<file path="src/rtl/dsss_spreader_pkg.sv">
// ---------------------------------------------------------------------------
// dsss_pkg -- shared definitions for the DSSS spreader and its receiver-side
// counterpart.
//
// Contents:
//   PN_LEN / PN_LAST   length of the 63-chip m-sequence and its last index
//   PN_LAST_IDX        PN_LAST as a 6-bit chip-index value
//   DEFAULT_SEED       LFSR state at chip index 0
//   TAP_HI / TAP_LO    Fibonacci taps for x^6 + x^5 + 1 (output is TAP_HI)
//   state_t            spreader FSM states (IDLE, RUN)
//   lfsr_step()        one shift of the 6-stage Fibonacci LFSR
// ---------------------------------------------------------------------------
package dsss_pkg;

    localparam int         PN_LEN       = 63;
    localparam int         PN_LAST      = 62;
    localparam logic [5:0] PN_LAST_IDX  = 6'(PN_LAST);
    localparam logic [5:0] DEFAULT_SEED = 6'b111111;

    // x^6 + x^5 + 1: output is stage 5, feedback is stage 5 XOR stage 4.
    localparam int TAP_HI = 5;
    localparam int TAP_LO = 4;

    typedef enum logic {
        IDLE = 1'b0,
        RUN  = 1'b1
    } state_t;

    // Shift left and insert the feedback bit at stage 0.
    function automatic logic [5:0] lfsr_step(input logic [5:0] s);
        return {s[4:0], s[TAP_HI] ^ s[TAP_LO]};
    endfunction

endpackage

</file>
<file path="src/rtl/dsss_spreader_if.sv">
// ---------------------------------------------------------------------------
// dsss_spreader_if -- data handshake and chip stream of the DSSS spreader.
//
// Signals:
//   en         transmit enable (level)
//   din        data bit to spread
//   din_valid  din is valid
//   din_ready  spreader accepts din this cycle
//   chip_out   spread chip (registered)
//   chip_stb   one-clk strobe: chip_out / pn_addr valid
//   pn_addr    chip index within the PN period, 0..62
//   sym_start  high with the chip_stb of pn_addr == 0
//   underrun   sticky: a symbol boundary found no data
//   busy       spreader is in RUN
//
// Modports:
//   master  data source / chip consumer side
//   slave   the spreader itself
// ---------------------------------------------------------------------------
interface dsss_spreader_if;

    logic       en;
    logic       din;
    logic       din_valid;
    logic       din_ready;
    logic       chip_out;
    logic       chip_stb;
    logic [7:0] pn_addr;
    logic       sym_start;
    logic       underrun;
    logic       busy;

    modport master (
        output en, din, din_valid,
        input  din_ready, chip_out, chip_stb, pn_addr, sym_start, underrun, busy
    );

    modport slave (
        input  en, din, din_valid,
        output din_ready, chip_out, chip_stb, pn_addr, sym_start, underrun, busy
    );

endinterface

</file>
<file path="src/rtl/dsss_spreader_pn_gen63.sv">
// ---------------------------------------------------------------------------
// pn_gen63 -- 6-stage Fibonacci LFSR producing the 63-chip m-sequence for
// x^6 + x^5 + 1. Shared by the spreader and the receiver PN generator.
//
// Ports:
//   clk   clock
//   rst   asynchronous, active-high reset; state returns to SEED
//   load  reload SEED (takes priority over adv)
//   adv   advance one chip
//   code  current PN chip (stage 5)
// ---------------------------------------------------------------------------
module pn_gen63
    import dsss_pkg::*;
#(
    parameter logic [5:0] SEED = DEFAULT_SEED
) (
    input  logic clk,
    input  logic rst,
    input  logic load,
    input  logic adv,
    output logic code
);

    logic [5:0] lfsr;

    // NOTE: sequential state is written with non-blocking assignments so every
    // register samples pre-edge values, regardless of block ordering.
    always_ff @(posedge clk or posedge rst) begin
        if (rst) begin
            lfsr <= SEED;
        end else if (load) begin
            lfsr <= SEED;
        end else if (adv) begin
            lfsr <= lfsr_step(lfsr);
        end
    end

    assign code = lfsr[TAP_HI];

endmodule

</file>
<file path="src/rtl/dsss_spreader.sv">
// ---------------------------------------------------------------------------
// dsss_spreader -- direct-sequence spreader. Each accepted data bit is XORed
// with one full period (63 chips) of the PN code; each chip lasts DIV clocks.
//
// Parameters:
//   DIV   clk cycles per chip, 2..255
//   SEED  LFSR state at chip index 0 (nonzero)
//
// Ports:
//   clk   system clock
//   rst   asynchronous, active-high reset
//   io    dsss_spreader_if.slave (handshake, chip stream, status)
//
// Operation:
//   IDLE  din_ready = en. A transfer latches the bit, restarts the chip
//         divider and the PN code, and enters RUN.
//   RUN   one chip per DIV clocks. The last chip of a symbol (pn_addr 62)
//         is the only point where new data is taken; without data the
//         symbol repeats the raw PN (sym_bit = 0) and underrun is flagged,
//         and with en low the FSM returns to IDLE after that chip.
//
// Output timing: chip_stb, chip_out, pn_addr and sym_start are registered.
// They are loaded one clock ahead (div_cnt == DIV-2) so that the strobe
// coincides with the div_cnt == DIV-1 cycle in which the chip ends.
// ---------------------------------------------------------------------------
module dsss_spreader
    import dsss_pkg::*;
#(
    parameter int         DIV  = 8,
    parameter logic [5:0] SEED = DEFAULT_SEED
) (
    input  logic            clk,
    input  logic            rst,
    dsss_spreader_if.slave  io
);

    localparam logic [7:0] DIV_LAST = 8'(DIV - 1);
    localparam logic [7:0] DIV_PRE  = 8'(DIV - 2);

    state_t     state;
    state_t     state_next;
    logic [7:0] div_cnt;
    logic [5:0] pn_idx;       // index of the chip currently being sent
    logic       sym_bit;
    logic       pn_code;

    logic       chip_pre;     // next clock is the chip's strobe cycle
    logic       chip_end;     // strobe cycle: last clock of the chip
    logic       ready;
    logic       take;
    logic       pn_load;
    logic       pn_adv;

    logic       chip_out_q;
    logic       chip_stb_q;
    logic [7:0] pn_addr_q;
    logic       sym_start_q;
    logic       underrun_q;

    assign chip_pre = (state == RUN) && (div_cnt == DIV_PRE);
    assign chip_end = (state == RUN) && (div_cnt == DIV_LAST);
    assign take     = ready && io.din_valid;

    // -----------------------------------------------------------------------
    // PN generator
    // -----------------------------------------------------------------------
    pn_gen63 #(
        .SEED (SEED)
    ) u_pn (
        .clk  (clk),
        .rst  (rst),
        .load (pn_load),
        .adv  (pn_adv),
        .code (pn_code)
    );

    // -----------------------------------------------------------------------
    // FSM: state register
    // -----------------------------------------------------------------------
    always_ff @(posedge clk or posedge rst) begin
        if (rst) begin
            state <= IDLE;
        end else begin
            state <= state_next;
        end
    end

    // -----------------------------------------------------------------------
    // FSM: next state, handshake and PN control
    // -----------------------------------------------------------------------
    // NOTE: every signal driven here gets a default first, so no path can
    // leave one unassigned and infer a latch.
    always_comb begin
        state_next = state;
        ready      = 1'b0;
        pn_load    = 1'b0;
        pn_adv     = 1'b0;

        unique case (state)
            IDLE: begin
                ready = io.en;
                if (io.en && io.din_valid) begin
                    state_next = RUN;
                    pn_load    = 1'b1;
                end
            end

            RUN: begin
                if (chip_end) begin
                    if (pn_idx == PN_LAST_IDX) begin
                        // Symbol boundary: restart the code from SEED so a
                        // receiver stays aligned even across data gaps.
                        pn_load = 1'b1;
                        ready   = io.en;
                        if (!io.en) begin
                            state_next = IDLE;
                        end
                    end else begin
                        pn_adv = 1'b1;
                    end
                end
            end

            default: begin
                state_next = IDLE;
            end
        endcase
    end

    // -----------------------------------------------------------------------
    // Divider, chip index, symbol bit, underrun and registered outputs
    // -----------------------------------------------------------------------
    always_ff @(posedge clk or posedge rst) begin
        if (rst) begin
            div_cnt     <= 8'd0;
            pn_idx      <= 6'd0;
            sym_bit     <= 1'b0;
            underrun_q  <= 1'b0;
            chip_out_q  <= 1'b0;
            chip_stb_q  <= 1'b0;
            pn_addr_q   <= 8'd0;
            sym_start_q <= 1'b0;
        end else begin
            chip_stb_q  <= chip_pre;
            sym_start_q <= chip_pre && (pn_idx == 6'd0);

            // chip_out / pn_addr only change with a strobe, so they hold
            // their last values while idle.
            if (chip_pre) begin
                chip_out_q <= sym_bit ^ pn_code;
                pn_addr_q  <= {2'b00, pn_idx};
            end

            if (state == IDLE) begin
                div_cnt <= 8'd0;
                pn_idx  <= 6'd0;
                if (take) begin
                    sym_bit <= io.din;
                end
                if (!io.en) begin
                    underrun_q <= 1'b0;
                end
            end else if (chip_end) begin
                div_cnt <= 8'd0;
                if (pn_idx == PN_LAST_IDX) begin
                    pn_idx <= 6'd0;
                    if (take) begin
                        sym_bit <= io.din;
                    end else if (io.en) begin
                        // No data at the boundary: keep transmitting the raw
                        // code rather than dropping lock.
                        sym_bit    <= 1'b0;
                        underrun_q <= 1'b1;
                    end
                end else begin
                    pn_idx <= pn_idx + 6'd1;
                end
            end else begin
                div_cnt <= div_cnt + 8'd1;
            end
        end
    end

    // -----------------------------------------------------------------------
    // Outputs
    // -----------------------------------------------------------------------
    // din_ready is combinational from en; it is masked during reset so that
    // every output reads 0 while rst is held.
    assign io.din_ready = ready && !rst;
    assign io.chip_out  = chip_out_q;
    assign io.chip_stb  = chip_stb_q;
    assign io.pn_addr   = pn_addr_q;
    assign io.sym_start = sym_start_q;
    assign io.underrun  = underrun_q;
    assign io.busy      = (state == RUN);

endmodule

</file>
<file path="src/flat_wrapper.sv">
// flat-port wrapper written by rule: the top's interface ports become plain ports
module dsss_spreader_flat import dsss_pkg::*;
#(
    parameter int         DIV  = 8,
    parameter logic [5:0] SEED = DEFAULT_SEED
)
  (clk, rst, io_en, io_din, io_din_valid, io_din_ready, io_chip_out, io_chip_stb, io_pn_addr, io_sym_start, io_underrun, io_busy);
  dsss_spreader_if io_i ();
  input  logic clk;
  input  logic rst;
  input wire logic [$bits(io_i.en)-1:0] io_en;
  input wire logic [$bits(io_i.din)-1:0] io_din;
  input wire logic [$bits(io_i.din_valid)-1:0] io_din_valid;
  output wire logic [$bits(io_i.din_ready)-1:0] io_din_ready;
  output wire logic [$bits(io_i.chip_out)-1:0] io_chip_out;
  output wire logic [$bits(io_i.chip_stb)-1:0] io_chip_stb;
  output wire logic [$bits(io_i.pn_addr)-1:0] io_pn_addr;
  output wire logic [$bits(io_i.sym_start)-1:0] io_sym_start;
  output wire logic [$bits(io_i.underrun)-1:0] io_underrun;
  output wire logic [$bits(io_i.busy)-1:0] io_busy;
  assign io_i.en = io_en;
  assign io_i.din = io_din;
  assign io_i.din_valid = io_din_valid;
  assign io_din_ready = io_i.din_ready;
  assign io_chip_out = io_i.chip_out;
  assign io_chip_stb = io_i.chip_stb;
  assign io_pn_addr = io_i.pn_addr;
  assign io_sym_start = io_i.sym_start;
  assign io_underrun = io_i.underrun;
  assign io_busy = io_i.busy;
  dsss_spreader #(.DIV(DIV), .SEED(SEED)) u_core (.clk(clk), .rst(rst), .io(io_i));
endmodule
</file>
<file path="config.mk">
export PLATFORM = sky130hd
export DESIGN_NAME = dsss_spreader_flat
export DESIGN_NICKNAME = d
export VERILOG_FILES = /design/src/rtl/dsss_spreader_pkg.sv /design/src/rtl/dsss_spreader_if.sv /design/src/rtl/dsss_spreader_pn_gen63.sv /design/src/rtl/dsss_spreader.sv /design/src/flat_wrapper.sv
export SDC_FILE = /design/constraint.sdc
export NUM_CORES = 1
export LEC_CHECK = 0
export BUFFER_PORTS_ARGS = -buffer_cell sky130_fd_sc_hd__buf_2
export CAP_MARGIN = 5
export CORE_MARGIN = 4
export CORE_UTILIZATION = 28
export CTS_CLUSTER_SIZE = 14
export DETAILED_ROUTE_END_ITERATION = 8
export PLACE_DENSITY = 0.55
export RECOVER_POWER = 25
export SLEW_MARGIN = 20
export SYNTH_ARGS = -nofsm -noshare
export SYNTH_HDL_FRONTEND = slang
export SYNTH_HIERARCHICAL = 1
export SYNTH_SLANG_ARGS = --single-unit
</file>
<file path="constraint.sdc">
create_clock -name clk -period 1.7 [get_ports clk]
set_clock_uncertainty 0.15 [all_clocks]
set_input_delay 0.255 -clock clk [delete_from_list [all_inputs] [get_ports clk]]
set_output_delay 0.255 -clock clk [all_outputs]
set_load 0.1 [all_outputs]
</file>
# Word level (Yosys, flattened, before mapping)
# Cells that the tools add are included.
# W data, S select, Z words.
[op_classes]
muxes = 33
bitwise = 3
n_shift = 0
reduce_logical = 12
n_div = 0
n_eq_ne = 9
n_mul = 0
n_addsub = 2
order_cmp = 0
[op_table]
columns = ["operator", "count"]
rows = [
  ["$mux W6", 5],
  ["$mux W1", 23],
  ["$eq A8 B3 Y1 const B", 2],
  ["$mux W8", 2],
  ["$add A8 B1 Y8 const B", 1],
  ["$ne A2 B2 Y1 const B", 4],
  ["$add A6 B1 Y6 const B", 1],
  ["$eq A6 B6 Y1 const B", 1],
  ["$logic_and A1 B1 Y1", 6],
  ["$logic_not A6 Y1", 1],
  ["$pmux W1 S2", 3],
  ["$reduce_and A5 Y1", 1],
  ["$reduce_and A4 Y1", 1],
  ["$reduce_bool A2 Y1", 2],
  ["$ne A3 B3 Y1 const B", 1],
  ["$ne A2 B1 Y1 const B", 1],
  ["$xor A1 B1 Y1", 2],
  ["$logic_not A1 Y1", 1],
  ["$not A1 Y1", 1],
]
[word_totals]
inputBits = 5
latch_bits = 0
register_bits = 32
memories = 0
mem_bits_ro = 0
elab_cells = 69
ramBits = 0

# Logic depth before layout (Yosys ltp)
# Gate-level depths: netlist of the first run.
[logic_depth]
ltp_word = 9
mapped_depth = 8

# Hierarchy
# Netlist of the first run, hierarchy kept.
[modules_own_cells]
columns = ["mod", "seq_area_each_um2", "instances", "cells_each", "area_each_um2"]
rows = [
  ["dsss_spreader", 650.6, 1, 124, 1261.2],
  ["pn_gen63", 157.7, 1, 22, 265.3],
]

# Worst setup path before layout of the first run
# OpenSTA, ideal clock, no wires.
[synth_path]
path_kind = "register to output"
from = "register u_core.div_cnt[0]"
to = "output io_din_ready"
path_stages_with_launch = 5
n_path_buf = 0
setup_slack_ns = -2.165
required_time_ns = 1.295
t_arrival_ns = 3.460
path_cell_list = "dfrtp_1 ha_1 nor3b_1 nand4_1 a211oi_1"
[synth_between]
elab_chain_cells = 5
[synth_lines]
columns = ["item", "line_no", "source"]
rows = [
  ["from (decl)", "dsss_spreader.sv:42", "logic [7:0] div_cnt;"],
  ["from (signal assigned)", "dsss_spreader.sv:179", "div_cnt <= div_cnt + 8'd1;"],
  ["$eq A8 B3 Y1", "dsss_spreader.sv:61", "assign chip_end = (state == RUN) && (div_cnt == DIV_LAST);"],
  ["$logic_and A1 B1 Y1", "dsss_spreader.sv:61", ""],
  ["$mux W1", "dsss_spreader.sv:109", "if (chip_end) begin"],
  ["$pmux W1 S2", "dsss_spreader.sv:99", "unique case (state)"],
  ["$logic_and A1 B1 Y1", "dsss_spreader.sv:189", "assign io.din_ready = ready && !rst;"],
  ["to (decl)", "flat_wrapper.sv:14", "output wire logic [$bits(io_i.din_ready)-1:0] io_din_ready;"],
]
# No other way between the ends.

# Final worst setup path of the first run
[layout_path]
from = "register u_core.div_cnt[1]"
to = "output io_din_ready"
# The elaborated chain is that of the path after synthesis.

==> metrics.csv, run 1 <==
metric;value;unit
clk_lat worst skew;0.28;ns
M2 GR Usage;17.9;%
instance count on the critical path;5;
final-report hold violation count;0;
Slew Limit Headroom;55.9;%
R2R depth;8;
EDFF count, synth;0;
worst path cell trace;ha_2 > nor3b_4 > nand4_1 > a211oi_4 > buf_12;
DIE AREA;6700;µm²
GPL Wtd Cong;0.809;
hold path startpoint;io_din_valid;
Core Rows;26;
status;complete, but fails checks;
worst path required time;1.29;ns
Antenna Cells;0;
largest family of logic cells by synthesized area;simple AND/OR/NAND/NOR gates;
Post-DP Area;1900;µm²
Setup Crit Path Kind;reg -> out;
flops & latches, synth;32;
drt initial violations;12;
Bufs and invs on worst path;1;
hold path endpoint;u_core/io.underrun;
Max Clock Freq;462;MHz
Leak;1.03;nW
worst reg2reg startpoint;u_core/div_cnt[1];
final period utilization;127;%
Synth Area in XOR/XNOR;5.16;%
unrepaired setup endpoints after global routing;true;
Root Buffer;clkbuf_8;
synthesized area;1530;µm²
pin count of the biggest net entering global routing;26;
compound-gate portion of the synthesized area;8.69;%
Worst setup SP type;flip-flop;
TritonCTS clock tree;built;
Post-Route Setup TNS;-1.73;ns
Power Density;1560;nW/µm²
DRC errors left;0;
FF-to-FF setup slack;-0.11;ns
Mapped Avg Cell Area;10.5;µm²
drt pass-1 iters;4;
YS warnings;6;
Post-synth top flop;dfrtp_1;
Clock Sinks;32;
Post-synth ARST share;100;%
WL/cell;12.6;µm
Reg clk slew, reported paths;0.07;ns
Yosys cell types;35;
first-pass GRT wire length;5.68;mm
Post-Syn Instances;146;
critical path's top delay family;simple AND/OR/NAND/NOR gates;
CP Max Fanout;2;
maxcap violations;0;
PortBufs;16;
peak supply drop;0.000764;V
design area;2290;µm²
grt total ovfl;0;
Die X;81.8;µm
initial antenna violation count;0;
critical path arrival;1.76;ns
vias in the first global route;1262;
DRT antenna net count;0;
Max Slew Vio Count;0;
Core Region;5200;µm²
minimum clock period;2.17;ns
Final setup violation count;20;
layout cells sized above 1;49.5;%
Least-Margin Pin Slew;0.662;ns
register area share after synthesis;53.0;%
routed wire length;3.48;mm
post-DP HPWL;2.25;mm
vias after detailed routing;1238;
H-tree depth;2;
mux share of post-synthesis cell area;6.15;%
CP peak stage delay;0.37;ns
R2R Path End;u_core/u_pn/lfsr[5];
starting density of the core;29.3;%
Layout Nets;215;
Die Ht;81.8;µm
Hold Crit Class;in -> reg;
clock buffer depth;2;
Critical Path End Type;output port;
met1 Use GR;14.0;%
Post-Synth Adder-Cell Area;4.10;%
Synth Area in Simple Gates;18.0;%
cell total after placement;254;
final cell count without fillers;276;
routed vias/inst;4.49;
# IOs;19;
failing checks;setup timing;
busiest grt layer;met2;
hold path depth;2;
met3 usage;2.85;%
setup ws final;-0.466;ns
critical path's slowest cell;dfrtp_1;
Area Overhead vs Synth;49.8;%
GRT Overall Usage;11.1;%
total CTS buffers;5;
report_power, final:
| group | total [mW] | switching, mW | internal, mW |
|---|---|---|---|
| Clock | 0.604 | 0.281 | 0.323 |
| Sequential | 1.17 | 0.149 | 1.02 |
| Combinational | 1.79 | 1.05 | 0.739 |
layer usage:
metal / up-vias / share of wire, %
met3: 5 / 4.3
met1: 600 / 45
met5: - / 0
li1: 608 / -
met4: 0 / 1.6
met2: 25 / 49
worst reg2reg max path, stage by stage, from the launching register on:
cell and delay (ns):
dfrtp_1 0.37, ha_2 0.19, nor3b_4 0.21, nand4_1 0.20, buf_4 0.21, mux2i_4 0.17, inv_2 0.08, buf_6 0.13
nand2_2 0.05
cell usage after synthesis (3+ instances only):
master    n  area share, %
a21oi_1   6            2.0
nor2_1   12            3.0
nand2_1  16            3.9
ha_1      5            4.1
mux2_2    3            2.2
nand4_1   3            1.2
o21ai_0   8            2.6
xnor2_1   5            2.9
nand3_1   8            2.6
dfstp_2   6             10
xor2_1    4            2.3
mux2i_1   6            3.9
inv_1    11            2.7
dfrtp_1  26             43
how the worst max path moves through the flow:
stage                 startpoint                   to  slack [ns]
3_5_place_dp   u_core/div_cnt[0]  u_core/u_pn/lfsr[0]       -0.20
4_1_cts        u_core/div_cnt[0]         io_din_ready       -0.50
6_report       u_core/div_cnt[1]         io_din_ready       -0.47
3_3_place_gp   u_core/div_cnt[0]         io_din_ready       -0.17
5_1_grt        u_core/div_cnt[0]         io_din_ready       -0.61
2_1_floorplan  u_core/div_cnt[3]         io_din_ready       -0.70
cell families (layout without fill, tap and decap cells):
group           Yosys count  in the layout
compound gates           22             22
xor+xnor                  9              9
fa+ha+maj                 5              5
buf+inv                  15             74
flops                    32             32
mux                       9              9
other cells               1              2
simple gates             53             53
cells in the final DEF, fill, tap and decap left out, types with 2 or more instances in the layout:
master	n
ha_1	3
nor2_1	11
a21oi_1	3
clkinv_2	2
inv_1	8
mux2i_1	4
mux2_2	3
nor3_2	2
xor2_1	4
conb_1	2
nand3_1	7
ha_2	2
and2_1	2
dfrtp_1	25
buf_2	14
and3_1	2
xnor2_1	5
buf_6	7
o21ai_0	2
dfstp_2	6
clkbuf_8	6
nand2b_1	2
a21oi_4	2
nand4_1	3
o21ai_1	5
buf_4	28
nand2_1	8
inv_2	2
nand2_2	8
a22oi_2	2
final cells by class:
| class | instances | area, µm² |
|---|---|---|
| Clock buffer | 6 | 82.6 |
| Clock inverter | 2 | 10.0 |
| Fill cell | 501 | 2920 |
| Inverter | 11 | 48.8 |
| Multi-Input combinational cell | 100 | 808 |
| Sequential cell | 32 | 812 |
| Tap cell | 70 | 87.6 |
| Timing Repair Buffer | 55 | 438 |
registers in the layout (all words and copies together) (netlist names):
name	count
u_core/div_cnt	8
u_core/io.busy	1
u_core/io.chip_out	1
u_core/io.chip_stb	1
u_core/io.pn_addr	6
u_core/io.sym_start	1
u_core/io.underrun	1
u_core/pn_idx	6
u_core/sym_bit	1
u_core/u_pn/lfsr	6
timing repair:
item | in CTS | in global routing
endpoints found under the hold margin | 27 | 0
buffers inserted | 7 | 5
cloned | 0 | 1
hold buffers | 1 | 0
pin swaps | 4 | 9
endpoints found under the setup margin | 17 | 21
gates resized for setup | 4 | 44
stage by stage:
stage	power (mW)	utilization, %	hold WS, ns	setup slack [ns]
finish	3.56	43.9	0.0730	-0.466
floorplan	2.20	-	0.104	-0.699
global placement	2.63	36.5	-0.00652	-0.174
global route	3.80	43.9	0.0801	-0.611
detailed placement	2.64	36.5	-0.00296	-0.197
CTS	3.33	39.8	0.0348	-0.501
Power figures use the tool's default switching activity.
==> run 2: changes to the inputs <==
--- a/config.mk
+++ b/config.mk
@@ -13,6 +13,7 @@
 export DETAILED_ROUTE_END_ITERATION = 8
 export PLACE_DENSITY = 0.55
 export RECOVER_POWER = 25
+export SKIP_LAST_GASP = 1
 export SLEW_MARGIN = 20
 export SYNTH_ARGS = -nofsm -noshare
 export SYNTH_HDL_FRONTEND = slang
==> run 2 against run 1 <==
Compared with the run above:
- setup slack hardly changed
- cell count did not move
- largest cell class unchanged
- largest power group unchanged
- the run still ends with setup timing left
- final area shrank 0.38%
- sequential share of layout area is 0.14 points higher
- die area unchanged
- utilization decreased by 0.17 points
- routed wire length down 0.26%
- first-iteration DRC count unchanged
- register-to-register slack hardly changed
==> metrics.csv, run 2 (synthesis results as in run 1) <==
metric;value;unit;change
Leak;1.03;nW;-0.36%
minimum clock period;2.17;ns;+0.000466 ns
Area Overhead vs Synth;49.3;%;
maxcap violations;0;;unchanged
failing checks;setup timing;;
grt total ovfl;0;;unchanged
CP startpoint;u_core/div_cnt[1];;
Core Rows;26;;unchanged
Final setup violation count;21;;+5.0%
# IOs;19;;unchanged
post-DP HPWL;2.25;mm;unchanged
setup ws final;-0.467;ns;-0.000466 ns
critical path arrival;1.76;ns;about the same
clock buffer depth;2;;unchanged
starting density of the core;29.3;%;unchanged
unrepaired setup endpoints after global routing;true;;
routed vias/inst;4.47;;-0.32%
Power Density;1560;nW/µm²;about the same
Tot Pwr;3.55;mW;-0.37%
first-pass GRT wire length;5.68;mm;unchanged
drt pass-1 iters;4;;unchanged
vias after detailed routing;1234;;-0.32%
critical path's top delay family;simple AND/OR/NAND/NOR gates;;
Slew Limit Headroom;56.1;%;+0.19 points
most frequent cells in the layout;buf_4 (29), dfrtp_1 (25), buf_2 (14);;
Max Slew Vio Count;0;;unchanged
Core Region;5200;µm²;unchanged
Worst setup SP type;flip-flop;;
Bufs and invs on worst path;1;;unchanged
DIE AREA;6700;µm²;unchanged
Least-Margin Pin Slew;0.659;ns;-0.00287 ns
status;complete, but fails checks;;
CP Max Fanout;2;;unchanged
Root Buffer;clkbuf_8;;
initial antenna violation count;0;;unchanged
worst path required time;1.29;ns;about the same
pin count of the biggest net entering global routing;26;;unchanged
layout cells sized above 1;49.0;%;-0.49 points
H-tree depth;2;;unchanged
Setup Crit Path Kind;reg -> out;;
DRT antenna net count;0;;unchanged
clk_lat worst skew;0.28;ns;about the same
routed wire length;3.47;mm;-0.26%
DRC errors left;0;;unchanged
worst reg2reg startpoint;u_core/div_cnt[1];;
GRT Overall Usage;11.1;%;unchanged
critical path's slowest cell;dfrtp_1;;
vias in the first global route;1262;;unchanged
PortBufs;16;;unchanged
GPL Wtd Cong;0.809;;unchanged
most common cell after layout, fill and taps aside;buf_4;;
final-report hold violation count;0;;unchanged
Reg clk slew, reported paths;0.07;ns;about the same
WL/cell;12.6;µm;-0.26%
Layout Nets;215;;unchanged
CP peak stage delay;0.37;ns;about the same
Die Ht;81.8;µm;unchanged
Hold Crit Class;in -> reg;;
TritonCTS clock tree;built;;
Die X;81.8;µm;unchanged
Core Util, Final;43.8;%;-0.17 points
Critical Path End Type;output port;;
Top reg by flops;u_core/div_cnt;;
Clock Sinks;32;;unchanged
worst path cell trace;ha_2 > nor3b_4 > nand4_1 > a211oi_4 > buf_12;;
peak supply drop;0.000763;V;about the same
Antenna Cells;0;;unchanged
drt initial violations;12;;unchanged
Max Clock Freq;462;MHz;about the same
hold path startpoint;io_din_valid;;
max FFs per register;8;;unchanged
total CTS buffers;5;;unchanged
final period utilization;127;%;about the same
## run 2: worst register-to-register path: stages (launching register included)
cell and delay [ns]:
dfrtp_1 0.37, ha_2 0.19, nor3b_4 0.21, nand4_1 0.20
buf_4 0.21, mux2i_4 0.17, inv_2 0.08, buf_6 0.13
nand2_2 0.05
## run 2: through the flow
| stage | setup TNS, ns | hold WS (ns) | setup WS (ns) | instances | area (µm²) |
|---|---|---|---|---|---|
| 2_1_floorplan | -1.09 | 0.104 | -0.699 | 147 | 1560 |
| 3_3_place_gp | -0.782 | -0.00652 | -0.174 | 254 | 1900 |
| 3_5_place_dp | -1.24 | -0.00296 | -0.197 | 254 | 1900 |
| 4_1_cts | -1.32 | 0.0348 | -0.501 | 270 | 2070 |
| 5_1_grt | -5.07 | 0.0801 | -0.611 | 276 | 2280 |
| 6_report | -1.80 | 0.0728 | -0.467 | 276 | 2280 |
## run 2: cell type report
type                    count  area [µm²]
fillers                   504        2930
clock inverters             2        10.0
flip-flops and latches     32         812
inverters                  11        46.3
clock buffers               6        82.6
multi-input cells         100         806
repair buffers             55         434
well taps                  70        87.6
## run 2: power by group
| part | internal [mW] | switching [mW] | total (mW) |
|---|---|---|---|
| logic | 0.733 | 1.04 | 1.78 |
| registers | 1.02 | 0.148 | 1.17 |
| clock network | 0.323 | 0.282 | 0.604 |
| total | 2.07 | 1.47 | 3.55 |
## run 2: per-layer routing
metal	vias to the layer above	routed length (µm)	track usage, %
met1	598	1570	14.0
met2	23	1700	17.9
met3	5	146	2.85
li1	608	-	-
met5	-	0	0
met4	0	54	4.98
## run 2: path summary, 6_finish.rpt
check	cells past startpoint	end	slack, ns
max reg2reg	8	u_core/u_pn/lfsr[5]	-0.11
min reg2reg	2	u_core/io.pn_addr[0]	0.33
min	2	u_core/io.underrun	0.07
min in group asynchronous	3	u_core/sym_bit	0.28
max in group asynchronous	4	u_core/io.busy	0.27
max	5	io_din_ready	-0.47
## run 2: timing repair
| action | 4_1_cts | 5_1_grt |
|---|---|---|
| pin swaps | 4 | 9 |
| resized for setup | 4 | 39 |
| setup endpoints to repair | 17 | 21 |
| hold endpoints to repair | 27 | 0 |
| gates cloned | 0 | 1 |
| setup buffers | 7 | 5 |
| hold buffers | 1 | 0 |
==> run 3: changes to the inputs <==
--- a/config.mk
+++ b/config.mk
@@ -8,11 +8,10 @@
 export BUFFER_PORTS_ARGS = -buffer_cell sky130_fd_sc_hd__buf_2
 export CAP_MARGIN = 5
 export CORE_MARGIN = 4
-export CORE_UTILIZATION = 28
+export CORE_UTILIZATION = 25
 export CTS_CLUSTER_SIZE = 14
 export DETAILED_ROUTE_END_ITERATION = 8
-export PLACE_DENSITY = 0.55
-export RECOVER_POWER = 25
+export PLACE_DENSITY = 0.51
 export SKIP_LAST_GASP = 1
 export SLEW_MARGIN = 20
 export SYNTH_ARGS = -nofsm -noshare
==> constraint.sdc (replaced) <==
create_clock -name clk -period 1.7 [get_ports clk]
set_clock_uncertainty 0.15 [all_clocks]
set_input_delay 0.255 -clock clk [delete_from_list [all_inputs] [get_ports clk]]
set_output_delay 0.255 -clock clk [all_outputs]
set_load 0.05 [all_outputs]
==> run 3 against run 2 <==
Compared with the run above:
- the run still ends with setup timing left
- routed wire length is 0.20% higher
- global-route usage decreased by 0.86 points
- power is 1.1% lower
- sequential share of layout area rose by 0.28 points
- first-iteration DRC count up 100%
- largest cell class is now multi-input gates
==> metrics.csv, run 3 (synthesis results as in run 1) <==
metric;value;unit;change
status;complete, but fails checks;;
failing checks;setup timing;;
Worst setup SP type;flip-flop;;
peak supply drop;0.000530;V;-30%
TritonCTS clock tree;built;;
# IOs;19;;unchanged
pin count of the biggest net entering global routing;26;;unchanged
maxcap violations;0;;unchanged
H-tree depth;2;;unchanged
most common cell after layout, fill and taps aside;dfrtp_1;;
Clock Sinks;32;;unchanged
dpl ws;-0.130;ns;+0.0669 ns
Tot Pwr;3.51;mW;-1.1%
initial antenna violation count;0;;unchanged
Filler cells;592;;+17%
clk_lat worst skew;0.29;ns;about the same
area of the multi-input gates;813;µm²;+0.93%
worst path required time;1.29;ns;about the same
Max Clock Freq;479;MHz;+3.8%
PortBufs;16;;unchanged
final period utilization;123;%;-4.7 points
vias after detailed routing;1216;;-1.5%
Layout Nets;207;;-3.7%
total CTS buffers;5;;unchanged
setup ws final;-0.388;ns;+0.0792 ns
Core Util, Final;38.2;%;-5.6 points
Top reg by flops;u_core/div_cnt;;
most frequent cells in the layout;dfrtp_1 (25), buf_4 (23), buf_2 (15);;
Root Buffer;clkbuf_8;;
Die Ht;86.1;µm;+5.3%
Leak;1.02;nW;-1.2%
routed vias/inst;4.45;;-0.38%
DRT antenna net count;0;;unchanged
vias in the first global route;1256;;-0.48%
clock buffer depth;2;;unchanged
starting density of the core;25.8;%;-3.5 points
first-pass GRT wire length;5.90;mm;+3.9%
Power Density;1550;nW/µm²;-0.35%
drt initial violations;24;;+12
drt pass-1 iters;4;;unchanged
routed wire length;3.47;mm;+0.20%
grt total ovfl;0;;unchanged
Storage cell area;812;µm²;unchanged
final-report hold violation count;0;;unchanged
Hold Crit Class;in -> async;;
layout cells sized above 1;47.5;%;-1.6 points
Max Slew Vio Count;0;;unchanged
Antenna Cells;0;;unchanged
CP Max Fanout;2;;unchanged
GRT Overall Usage;10.3;%;-0.86 points
unrepaired setup endpoints after global routing;true;;
post-DP HPWL;2.32;mm;+3.3%
minimum clock period;2.09;ns;-0.0792 ns
Critical Path End Type;output port;;
Area Overhead vs Synth;48.1;%;
critical path arrival;1.68;ns;-0.08 ns
Die X;86.1;µm;+5.3%
Core Rows;28;;+7.7%
max FFs per register;8;;unchanged
DIE AREA;7420;µm²;+11%
WL/cell;12.7;µm;+1.3%
Final setup violation count;14;;-33%
Reg clk slew, reported paths;0.07;ns;about the same
DRC errors left;0;;unchanged
design area;2260;µm²;-0.77%
Setup Crit Path Kind;reg -> out;;
GPL Wtd Cong;0.723;;-11%
Post-DP Area;1900;µm²;+0.20%
Core Region;5920;µm²;+14%
run 3: cell count changes in the layout (fill, tap and decap cells not counted), moves of 3 or more:
| cell | before | now |
|---|---|---|
| nand2_4 | 0 | 3 |
| nand2_1 | 9 | 12 |
| buf_4 | 29 | 23 |
| nand2_2 | 7 | 1 |
| o21ai_0 | 4 | 1 |
| o21ai_2 | 1 | 5 |
run 3: final timing paths:
path	startpoint	end	slack, ns	cells after the start
setup / recovery	u_core/div_cnt[0]	io_din_ready	-0.39	5
hold / removal	rst	u_core/u_pn/lfsr[3]	0.006	2
setup reg to reg	u_core/div_cnt[0]	u_core/u_pn/lfsr[0]	-0.11	7
hold reg to reg	u_core/io.chip_out	u_core/io.chip_out	0.35	2
max in group asynchronous	rst	u_core/io.busy	0.62	4
min in group clk	io_din_valid	u_core/io.underrun	0.06	2
run 3: cell type report:
class	count	area share, %
well taps	75	4.15
multi-input cells	100	36.0
inverters	11	1.83
flip-flops and latches	32	35.9
repair buffers	47	16.5
clock inverters	1	1.33
clock buffers	7	4.26
run 3: stage by stage:
step,TNS [ns],instances,hold WS [ns]
2_1_floorplan,-0.368,147,0.104
3_3_place_gp,-0.153,259,-0.00579
3_5_place_dp,-0.305,259,0.00118
4_1_cts,-0.912,272,0.00843
5_1_grt,-3.39,273,0.0316
6_report,-0.826,273,0.00559
run 3: power breakdown:
group / total [mW] / switching [mW] / internal, mW
combinational: 1.53 / 0.819 / 0.716
sequential: 1.18 / 0.159 / 1.02
clock: 0.798 / 0.281 / 0.517
total: 3.51 / 1.26 / 2.25
run 3: what timing repair did:
| item | in CTS | in global routing |
|---|---|---|
| endpoints found under the setup margin | 10 | 25 |
| pin swaps | 2 | 11 |
| resized for setup | 8 | 37 |
| cloned | 0 | 0 |
| hold endpoints to repair | 26 | 0 |
| buffers inserted | 5 | 5 |
| hold buffers | 1 | 0 |
run 3: critical path: stages (launching register included):
cell and delay [ns]:
dfrtp_1 0.36, ha_2 0.18, nor3b_4 0.22, nand4_1 0.20
a211oi_4 0.26, buf_6 0.19
run 3: routing by layer:
metal / wire (µm) / GRT usage, % / vias up / part of all wire, %
met5: 0 / 0 / - / 0
met4: 86 / 5.61 / 0 / 2.5
met3: 127 / 2.02 / 7 / 3.7
met2: 1710 / 16.9 / 22 / 49
met1: 1560 / 12.5 / 590 / 45
li1: - / - / 597 / -
